[config.mk]
export PLATFORM = sky130hd
export DESIGN_NAME = regfile_write_arbiter_flat
export DESIGN_NICKNAME = d
export VERILOG_FILES = /design/src/rtl/regfile_write_arbiter_if.sv /design/src/rtl/regfile_write_arbiter.sv /design/src/flat_wrapper.sv
export SDC_FILE = /design/constraint.sdc
export NUM_CORES = 1
export LEC_CHECK = 0
export ABC_AREA = 0
export BUFFER_PORTS_ARGS = -buffer_cell sky130_fd_sc_hd__clkbuf_2
export CELL_PAD_IN_SITES_DETAIL_PLACEMENT = 1
export CELL_PAD_IN_SITES_GLOBAL_PLACEMENT = 1
export CORE_UTILIZATION = 29
export DETAILED_ROUTE_END_ITERATION = 12
export HOLD_SLACK_MARGIN = 0.02
export PLACE_DENSITY_LB_ADDON = 0.1
export SLEW_MARGIN = 20
export SYNTH_ARGS = -nofsm -noshare
export SYNTH_HDL_FRONTEND = slang
export SYNTH_SLANG_ARGS = --single-unit
export TNS_END_PERCENT = 30
[constraint.sdc]
create_clock -name clk -period 2 [get_ports clk]
set_clock_uncertainty 0.2 [all_clocks]
set_input_delay 0.4 -clock clk [delete_from_list [all_inputs] [get_ports clk]]
set_output_delay 0.4 -clock clk [all_outputs]
set_load 0.05 [all_outputs]
[src/rtl/regfile_write_arbiter_if.sv]
// regfile_write_arbiter_if: write-port bundle between the requesters and the register-file write arbiter
// Signals: req/addr/data (packed per requester, requester-driven), gnt/reg_en/reg_data/conflict_cnt (arbiter-driven).
// Modports: master = requester side, slave = arbiter side.
interface regfile_write_arbiter_if #(
    parameter int NREQ  = 2,
    parameter int NREGS = 32,
    parameter int WIDTH = 32,
    parameter int AW    = 5
);
    logic [NREQ-1:0]       req;
    logic [NREQ*AW-1:0]    addr;
    logic [NREQ*WIDTH-1:0] data;
    logic [NREQ-1:0]       gnt;
    logic [NREGS-1:0]      reg_en;
    logic [WIDTH-1:0]      reg_data;
    logic [15:0]           conflict_cnt;
    modport master (output req, addr, data, input gnt, reg_en, reg_data, conflict_cnt);
    modport slave (input req, addr, data, output gnt, reg_en, reg_data, conflict_cnt);
endinterface

[src/rtl/regfile_write_arbiter.sv]
// regfile_write_arbiter: round-robin arbiter sharing the register-file write port among NREQ requesters
// Ports: clk, reset (synchronous, active-high); bus (slave modport): req/addr/data in, registered gnt/reg_en/reg_data out, conflict_cnt out.
// Define REGARB_CONFLICT_CNT_EN to build the saturating contention counter; otherwise conflict_cnt is tied to 0.
module regfile_write_arbiter #(
    parameter int NREQ  = 2,
    parameter int NREGS = 32,
    parameter int WIDTH = 32,
    parameter int AW    = 5
) (
    input logic                    clk,
    input logic                    reset,
    regfile_write_arbiter_if.slave bus
);
    localparam int PW = NREQ > 1 ? $clog2(NREQ) : 1;
    logic [PW-1:0]    ptr_q, ptr_d, win, idx;
    logic [NREQ-1:0]  last_q, elig, gnt_q, gnt_d;
    logic [NREGS-1:0] en_q, en_d;
    logic [WIDTH-1:0] data_q, data_d;
    logic [AW-1:0]    addr_a [NREQ];
    logic [WIDTH-1:0] data_a [NREQ];
    logic [AW-1:0]    wa;
    logic             found;

    for (genvar i = 0; i < NREQ; i++) begin : g_unpack
        assign addr_a[i] = bus.addr[i*AW +: AW];
        assign data_a[i] = bus.data[i*WIDTH +: WIDTH];
    end

    // the requester granted last cycle sits out one edge
    assign elig = bus.req & ~last_q;

    always_comb begin
        found = 1'b0;
        win   = '0;
        idx   = '0;
        for (int k = 0; k < NREQ; k++) begin
            idx = PW'((int'(ptr_q) + k) % NREQ);
            if (!found && elig[idx]) begin
                found = 1'b1;
                win   = idx;
            end
        end
        wa     = addr_a[win];
        gnt_d  = found ? NREQ'(1) << win : '0;
        // R0 and out-of-range writes are still granted but enable nothing
        en_d   = (found && wa != '0 && int'(wa) < NREGS) ? NREGS'(1) << wa : '0;
        data_d = found ? data_a[win] : '0;
        ptr_d  = !found ? ptr_q : (int'(win) == NREQ - 1) ? '0 : win + 1'b1;
    end

    always_ff @(posedge clk) begin
        if (reset) begin
            ptr_q  <= '0;
            last_q <= '0;
            gnt_q  <= '0;
            en_q   <= '0;
            data_q <= '0;
        end else begin
            ptr_q  <= ptr_d;
            last_q <= gnt_d;
            gnt_q  <= gnt_d;
            en_q   <= en_d;
            data_q <= data_d;
        end
    end

    assign bus.gnt      = gnt_q;
    assign bus.reg_en   = en_q;
    assign bus.reg_data = data_q;

`ifdef REGARB_CONFLICT_CNT_EN
    logic [15:0] cnt_q, cnt_d;
    assign cnt_d = ($countones(elig) > 1 && cnt_q != 16'hFFFF) ? cnt_q + 16'd1 : cnt_q;
    always_ff @(posedge clk) begin
        if (reset) cnt_q <= '0;
        else cnt_q <= cnt_d;
    end
    assign bus.conflict_cnt = cnt_q;
`else
    assign bus.conflict_cnt = '0;
`endif
endmodule

[src/flat_wrapper.sv]
// flat-port wrapper written by rule: the top's interface ports become plain ports
module regfile_write_arbiter_flat 
#(
    parameter int NREQ  = 2,
    parameter int NREGS = 32,
    parameter int WIDTH = 32,
    parameter int AW    = 5
)
  (clk, reset, bus_req, bus_addr, bus_data, bus_gnt, bus_reg_en, bus_reg_data, bus_conflict_cnt);
  regfile_write_arbiter_if #(.NREQ(NREQ), .NREGS(NREGS), .WIDTH(WIDTH), .AW(AW)) bus_i ();
  input logic clk;
  input logic reset;
  input wire logic [$bits(bus_i.req)-1:0] bus_req;
  input wire logic [$bits(bus_i.addr)-1:0] bus_addr;
  input wire logic [$bits(bus_i.data)-1:0] bus_data;
  output wire logic [$bits(bus_i.gnt)-1:0] bus_gnt;
  output wire logic [$bits(bus_i.reg_en)-1:0] bus_reg_en;
  output wire logic [$bits(bus_i.reg_data)-1:0] bus_reg_data;
  output wire logic [$bits(bus_i.conflict_cnt)-1:0] bus_conflict_cnt;
  assign bus_i.req = bus_req;
  assign bus_i.addr = bus_addr;
  assign bus_i.data = bus_data;
  assign bus_gnt = bus_i.gnt;
  assign bus_reg_en = bus_i.reg_en;
  assign bus_reg_data = bus_i.reg_data;
  assign bus_conflict_cnt = bus_i.conflict_cnt;
  regfile_write_arbiter #(.NREQ(NREQ), .NREGS(NREGS), .WIDTH(WIDTH), .AW(AW)) u_core (.clk(clk), .reset(reset), .bus(bus_i));
endmodule
==> results of run 1 <==
[per-layer routing]
layer  up-vias  share of wire
met3         5          0.058
met4         0         0.0096
met1       976           0.43
met5         -              0
li1       1043              -
met2        81           0.51
[final cells by class]
| class | count | area share |
|---|---|---|
| flip-flops and latches | 67 | 0.405 |
| clock inverters | 1 | 0.00227 |
| well taps | 102 | 0.0386 |
| multi-input cells | 123 | 0.259 |
| inverters | 3 | 0.00416 |
| clock buffers | 14 | 0.0522 |
| repair buffers | 151 | 0.238 |
[flip-flops by register name, summed over array words and instances (netlist names)]
name	flops
u_core.bus.reg_data	32
u_core.bus.reg_en	32
u_core.last_q	2
u_core.ptr_q	1
[cell usage in the layout (no fill, tap or decap), types with 5 or more instances in the layout]
cell / synthesis / layout
a22o_1: 32 / 32
buf_4: 16 / 7
clkbuf_2: 0 / 143
clkbuf_8: 0 / 12
conb_1: 1 / 17
dfxtp_1: 67 / 67
nand3_1: 5 / 5
nand3b_1: 7 / 7
o22ai_1: 22 / 22
o32ai_1: 8 / 8
[power by group]
part	internal [mW]	switching (mW)	total, mW
combinational	0.160	0.407	0.567
sequential	1.39	0.0164	1.41
clock	0.546	0.460	1.01
total	2.10	0.883	2.98
[per-stage QoR]
stage	hold WS [ns]	worst slack, ns	power [mW]
final	0.0794	0.291	2.98
after global routing	0.0644	0.156	3.11
after CTS	0.0595	0.273	3.03
after detailed placement	0.292	0.107	2.01
after global placement	0.287	0.168	2.00
after floorplan	0.256	0.165	1.85
[path summary, 6_finish.rpt]
path	from	endpoint	slack (ns)
hold reg to reg	u_core.ptr_q	u_core.ptr_q	0.30
hold / removal	bus_data[29]	u_core.bus.reg_data[29]	0.08
setup reg to reg	u_core.last_q[1]	u_core.bus.reg_en[15]	0.29
setup / recovery	u_core.last_q[1]	u_core.bus.reg_en[15]	0.29
[cells by family (layout without fill, tap and decap cells)]
group / after synthesis / in the layout / share of synthesized area
flops: 67 / 67 / 0.576
compound gates: 65 / 65 / 0.218
simple gates: 41 / 41 / 0.122
buf+inv: 27 / 169 / 0.0822
other cells: 1 / 17 / 0.00161
==> out/results.ini, run 1 <==
[run_status]
status=complete, no violations

[clocking]
path_clk_slew_ns=0.07
clk_latency_ns=0.32
cts_buffers=9
cts_root_buffer=clkbuf_8
cts_setup_buffers=0
tritoncts_num_sinks=67
cts_resized=0
cts.path.max_buffers=2
cts_tree=built
htreeDepth=3
postCtsHoldBufs=0

[synthesis]
syn_area_um2=2330
async_flop_share=0
yosys.area.top_type=dfxtp_1
seq_area_frac_synth=0.576
synth_cells=201
yosys_warnings=0
netlist_top_cells_area=dfxtp_1 (58%), a22o_1 (12%), o22ai_1 (5.9%), buf_4 (5.2%), o32ai_1 (3.0%)
ys_types=32
syn_avg_cell_area_um2=11.6
synth_common_cells=dfxtp_1 (67), a22o_1 (32), o22ai_1 (22)
synth-main-ff-cell=dfxtp_1
synth_edf_count=0
yosysMostFrequentCell=dfxtp_1
synth_seq_cells=67
yosys.area.top_type_share=0.576

[sta]
fin_setup_tns_ns=0
timing.final.crit_share=0.855
max_freq_mhz=585
drv_slew=0
setup_viol=0
period_needed_ns=1.71
grt_setup_unrepaired=no
hold_viol_final=0

[die]
die_w_um=91.6
core_area_um2=7770
die_height_um=91.6
dieArea_um2=8400
fp-row-count=32
initial_core_util=0.300
ios=160

[placement]
dp.cells=446
placed_cell_area_um2=3130
dp_hpwl_um=5210
io_buffers=143
gp_congestion=0.751

[worst_setup_path]
critPathTopFamily=simple AND/OR/NAND/NOR gates
critical_path.slowest_cell=nand4_1
worstPathArrival_ns=1.74
worst_setup_path_end_kind=register
r2r.worst_path.cells=3
crit_type=register to register
required_ns=2.03
critPathMaxFanout=8
start_kind=register
critPathMaxStageDelay_ns=0.43
crit_buf_inv=0
cp.depth=3
crit_chain=nor3b_2, nand4_1, o22ai_1

[power]
ir_drop_mv=0.308
p_leak_nw=1.58
p_per_area_nw_per_um2=901

[drt]
vias=2105
ant_nets=0
initialDrtViolationCount=73
vias_per_cell=4.57
wl_per_cell_um=14.7
finalWirelength_um=6780
drc_errors=0
dr.pass1.iters=4

[layout]
final_util=0.426
finalInstanceArea_um2=3310
multi_input_area_um2=857
layout-drive-gt1-share=0.487
diodes=0
nets=433
instances_no_fill=461
seq_area_um2=1340
syn_to_final_growth_pct=42.0
nFillCells=945

[global_routing]
met1_usage=0.189
grt_pass1_vias=2090
globalRouteMet3Util=0.0506
grt_overflow_total=0
grt_use_met2=0.283
grt_use_total=0.164
grt_pass1_wl_um=10400
grt_max_degree=35
busiest_layer=met2
antenna_found_initial=0

[run]
cap_violations=0

[worst_hold_path]
hp-class=input pin to register
min_path_cells=2

Power figures use the tool's default switching activity.
==> run 2: changes to the inputs <==
PLACE_DENSITY = 0.85   (was not set)
PLACE_DENSITY_LB_ADDON = not set   (was 0.1)
==> out/results.ini, run 2 (synthesis results as in run 1) <==
[run_status]
status=complete, no violations

[layout]
diodes=0  ; unchanged
nets=432  ; -0.23%
nFillCells=932  ; -1.4%
layout-drive-gt1-share=0.492  ; +0.00415
syn_to_final_growth_pct=41.1
instances_no_fill=460  ; -0.22%
final_cell_mix=clkbuf_2 (143), dfxtp_1 (67), a22o_1 (32)
final_common_cell=clkbuf_2

[clocking]
cts_tree=built
clk_latency_ns=0.33  ; about the same
cts_resized=0  ; unchanged
htreeDepth=3  ; unchanged
cts_buffers=9  ; unchanged
cts_root_buffer=clkbuf_8
postCtsHoldBufs=0  ; unchanged
tritoncts_num_sinks=67  ; unchanged
cts.path.max_buffers=2  ; unchanged
path_clk_slew_ns=0.08  ; about the same
cts_setup_buffers=0  ; unchanged

[power]
netSwitchingFraction=0.315  ; +0.0189
p_comb_frac=0.192  ; +0.002
seqPwrFrac=0.478  ; +0.006
ir_drop_mv=0.310  ; +0.63%
switching_power_mw=0.930  ; +5.2%
p_total_mw=2.95  ; -1.1%
p_clk_frac=0.330  ; -0.007
intPower_mw=2.02  ; -3.7%
p_leak_nw=1.57  ; -0.61%
p_per_area_nw_per_um2=897  ; -0.49%

[global_routing]
grt_use_total=0.163  ; -0.000325
grt_pass1_wl_um=10500  ; +0.53%
grt_overflow_total=0  ; unchanged
grt_max_degree=35  ; unchanged
antenna_found_initial=0  ; unchanged
grt_pass1_vias=2141  ; +2.4%

[die]
fp-row-count=32  ; unchanged
dieArea_um2=8400  ; unchanged
initial_core_util=0.300  ; unchanged
die_w_um=91.6  ; unchanged
core_area_um2=7770  ; unchanged
die_height_um=91.6  ; unchanged
ios=160  ; unchanged

[sta]
grt_setup_unrepaired=no
max_freq_mhz=574  ; -1.9%
timing.final.crit_share=0.871  ; +0.0168
hold_viol_final=0  ; unchanged
drv_slew=0  ; unchanged
setup_viol=0  ; unchanged
fin_setup_tns_ns=0  ; unchanged
period_needed_ns=1.74  ; +0.0335 ns
whs_ns=0.0643  ; -0.0151 ns

[placement]
gp_congestion=0.769  ; +2.4%
dp.cells=445  ; -0.22%
dp_hpwl_um=5190  ; -0.40%
io_buffers=143  ; unchanged

[drt]
finalWirelength_um=6760  ; -0.38%
initialDrtViolationCount=84  ; +15%
vias_per_cell=4.80  ; +5.1%
wl_per_cell_um=14.7  ; -0.17%
vias=2208  ; +4.9%
dr.pass1.iters=4  ; unchanged
drc_errors=0  ; unchanged
ant_nets=0  ; unchanged

[worst_setup_path]
worst_setup_path_end_kind=register
critPathMaxFanout=34  ; +26
crit_type=register to register
required_ns=2.02  ; about the same
start_kind=register
worstPathArrival_ns=1.77  ; +0.03 ns

[run]
cap_violations=0  ; unchanged

[worst_hold_path]
hp-class=input pin to register

-- run 2: worst max-delay path, cell delays in order, from the launching register on --
cell	delay, ns
dfxtp_1	0.32
or3b_1	0.50
nand2_4	0.17
inv_4	0.15
a22o_1	0.27
-- run 2: power groups by stage --
stage | clock network, mW | logic [mW] | registers (mW)
2_1_floorplan | 0 | 0.214 | 1.64
3_3_place_gp | 0 | 0.553 | 1.44
3_5_place_dp | 0 | 0.566 | 1.44
4_1_cts | 1.00 | 0.567 | 1.41
5_1_grt | 1.07 | 0.598 | 1.41
6_report | 0.975 | 0.565 | 1.41
-- run 2: final timing paths --
path / from / endpoint / slack, ns / cells after the start
hold reg to reg: u_core.ptr_q / u_core.ptr_q / 0.31 / 2
setup reg to reg: u_core.ptr_q / u_core.bus.reg_data[14] / 0.26 / 4
setup / recovery: u_core.ptr_q / u_core.bus.reg_data[14] / 0.26 / 4
hold / removal: bus_data[5] / u_core.bus.reg_data[5] / 0.06 / 2
-- run 2: per-layer routing --
metal  wire length, um  part of all wire  up-vias  track usage
li1                  -                 -     1043            -
met5                 0                 0        -            0
met2              3320              0.49      119        0.266
met3               501             0.074       16       0.0473
met4               212             0.031        0       0.0979
met1              2720              0.40     1030        0.190
-- run 2: final cells by class --
type	instances	area [um2]	area share
well taps	102	128	0.0388
multi-input cells	123	857	0.261
clock buffers	10	138	0.0419
inverters	3	13.8	0.00419
clock inverters	5	30.0	0.00913
flip-flops and latches	67	1340	0.408
repair buffers	150	781	0.237
-- run 2: per-stage QoR --
| stage | setup WS, ns | util | area (um2) |
|---|---|---|---|
| 2_1_floorplan | 0.165 | - | 2390 |
| 6_report | 0.257 | 0.423 | 3290 |
| 4_1_cts | 0.243 | 0.423 | 3290 |
| 3_3_place_gp | 0.154 | 0.402 | 3120 |
| 5_1_grt | 0.135 | 0.423 | 3290 |
| 3_5_place_dp | 0.0889 | 0.402 | 3120 |
==> run 3: changes to the inputs <==
CELL_PAD_IN_SITES_DETAIL_PLACEMENT = 0   (was 1)
CORE_MARGIN = 2   (was not set)
CORE_UTILIZATION = 25   (was 29)
PLACE_DENSITY = 0.76   (was 0.85)
==> out/results.ini, run 3 (synthesis results as in run 1) <==
[die]
fp-row-count=35  ; +9.4%
dieArea_um2=10100  ; +20%
die_w_um=101  ; +9.7%
ios=160  ; unchanged
core_area_um2=9150  ; +18%
die_height_um=101  ; +9.7%
initial_core_util=0.255  ; -0.0454

[global_routing]
grt_use_total=0.131  ; -0.0328
grt_max_degree=35  ; unchanged
grt_overflow_total=0  ; unchanged
grt_pass1_wl_um=10100  ; -3.2%
grt_pass1_vias=2006  ; -6.3%
antenna_found_initial=0  ; unchanged

[power]
p_clk_frac=0.357  ; +0.027
intPower_mw=2.16  ; +6.9%
p_total_mw=3.07  ; +4.1%
seqPwrFrac=0.459  ; -0.019
ir_drop_mv=0.305  ; -1.6%
p_leak_nw=1.58  ; +0.55%
p_comb_frac=0.183  ; -0.009
netSwitchingFraction=0.297  ; -0.0182
p_per_area_nw_per_um2=923  ; +2.9%
switching_power_mw=0.912  ; -1.9%

[placement]
io_buffers=143  ; unchanged
dp_hpwl_um=5080  ; -2.0%
gp_congestion=0.831  ; +8.0%

[sta]
timing.final.crit_share=0.882  ; +0.0109
fin_setup_tns_ns=0  ; unchanged
hold_viol_final=0  ; unchanged
period_needed_ns=1.76  ; +0.0218 ns
grt_setup_unrepaired=no
setup_viol=0  ; unchanged
drv_slew=0  ; unchanged
max_freq_mhz=567  ; -1.2%

[drt]
wl_per_cell_um=14.1  ; -4.0%
initialDrtViolationCount=72  ; -14%
vias_per_cell=4.66  ; -3.0%
drc_errors=0  ; unchanged
dr.pass1.iters=5  ; +1
finalWirelength_um=6630  ; -1.9%
ant_nets=0  ; unchanged
vias=2188  ; -0.91%

[worst_setup_path]
critPathMaxFanout=8  ; -76%
required_ns=2.04  ; +0.02 ns
endpoint=u_core.bus.reg_en[13]
r2r_start=u_core.last_q[1]
crit_start=u_core.last_q[1]
start_kind=register
r2r.worst_path.cells=3  ; -1
worstPathArrival_ns=1.81  ; +0.04 ns
worst_setup_path_end_kind=register
worstReg2RegEnd=u_core.bus.reg_en[13]
crit_type=register to register
rrSetupSlack_ns=0.24  ; -0.02 ns

[layout]
nets=432  ; unchanged
syn_to_final_growth_pct=42.8
nFillCells=922  ; -1.1%
diodes=0  ; unchanged
layout-drive-gt1-share=0.487  ; -0.00415
final_cell_mix=clkbuf_2 (143), dfxtp_1 (67), a22o_1 (32)
final_common_cell=clkbuf_2

[clocking]
path_clk_slew_ns=0.07  ; about the same
cts_root_buffer=clkbuf_8
tritoncts_num_sinks=67  ; unchanged
clk_latency_ns=0.33  ; about the same
cts_setup_buffers=0  ; unchanged
cts_tree=built
postCtsHoldBufs=0  ; unchanged
htreeDepth=3  ; unchanged
cts_resized=0  ; unchanged
cts_buffers=9  ; unchanged
cts.path.max_buffers=2  ; unchanged

[run]
cap_violations=0  ; unchanged

[run_status]
status=complete, no violations

[worst_hold_path]
hp-class=input pin to register

-- run 3: per-stage QoR --
step | instance area [um2] | utilization | cells | worst slack [ns] | hold WS, ns
after floorplan | 2390 | - | 217 | 0.165 | 0.256
after global placement | 3130 | 0.342 | 454 | 0.144 | 0.276
after detailed placement | 3130 | 0.342 | 454 | 0.102 | 0.299
after CTS | 3330 | 0.364 | 470 | 0.260 | 0.0484
after global routing | 3330 | 0.364 | 470 | 0.118 | 0.0448
final | 3330 | 0.364 | 470 | 0.235 | 0.0706
-- run 3: per-layer routing --
metal / global-route usage / up-vias / share of wire
met4: 0.0674 / 0 / 0.022
met3: 0.0465 / 13 / 0.10
li1: - / 1043 / -
met1: 0.169 / 1001 / 0.41
met5: 0 / - / 0
met2: 0.192 / 131 / 0.47
-- run 3: cell type report --
type,instances,area (um2),share of cell area
clock inverters,4,50.0,0.0150
well taps,111,139,0.0417
multi-input cells,123,857,0.258
repair buffers,150,781,0.235
clock buffers,12,145,0.0436
inverters,3,13.8,0.00414
flip-flops and latches,67,1340,0.403
-- run 3: how the worst min path moves through the flow --
stage / from / to / depth (start not counted)
floorplan: u_core.ptr_q / u_core.ptr_q / 2
global placement: u_core.ptr_q / u_core.ptr_q / 2
detailed placement: u_core.ptr_q / u_core.ptr_q / 2
CTS: bus_data[30] / u_core.bus.reg_data[30] / 2
global route: bus_data[28] / u_core.bus.reg_data[28] / 2
finish: bus_data[13] / u_core.bus.reg_data[13] / 2
-- run 3: critical path, stage by stage (launching register included) --
cell and delay [ns]:
dfxtp_1 0.33, nor3b_2 0.39, nand4_1 0.43, o22ai_1 0.32
-- run 3: power by group through the flow --
stage / logic, mW / clock network, mW / registers (mW)
2_1_floorplan: 0.214 / 0 / 1.64
3_3_place_gp: 0.559 / 0 / 1.44
3_5_place_dp: 0.564 / 0 / 1.44
4_1_cts: 0.565 / 1.13 / 1.41
5_1_grt: 0.596 / 1.19 / 1.42
6_report: 0.563 / 1.10 / 1.41
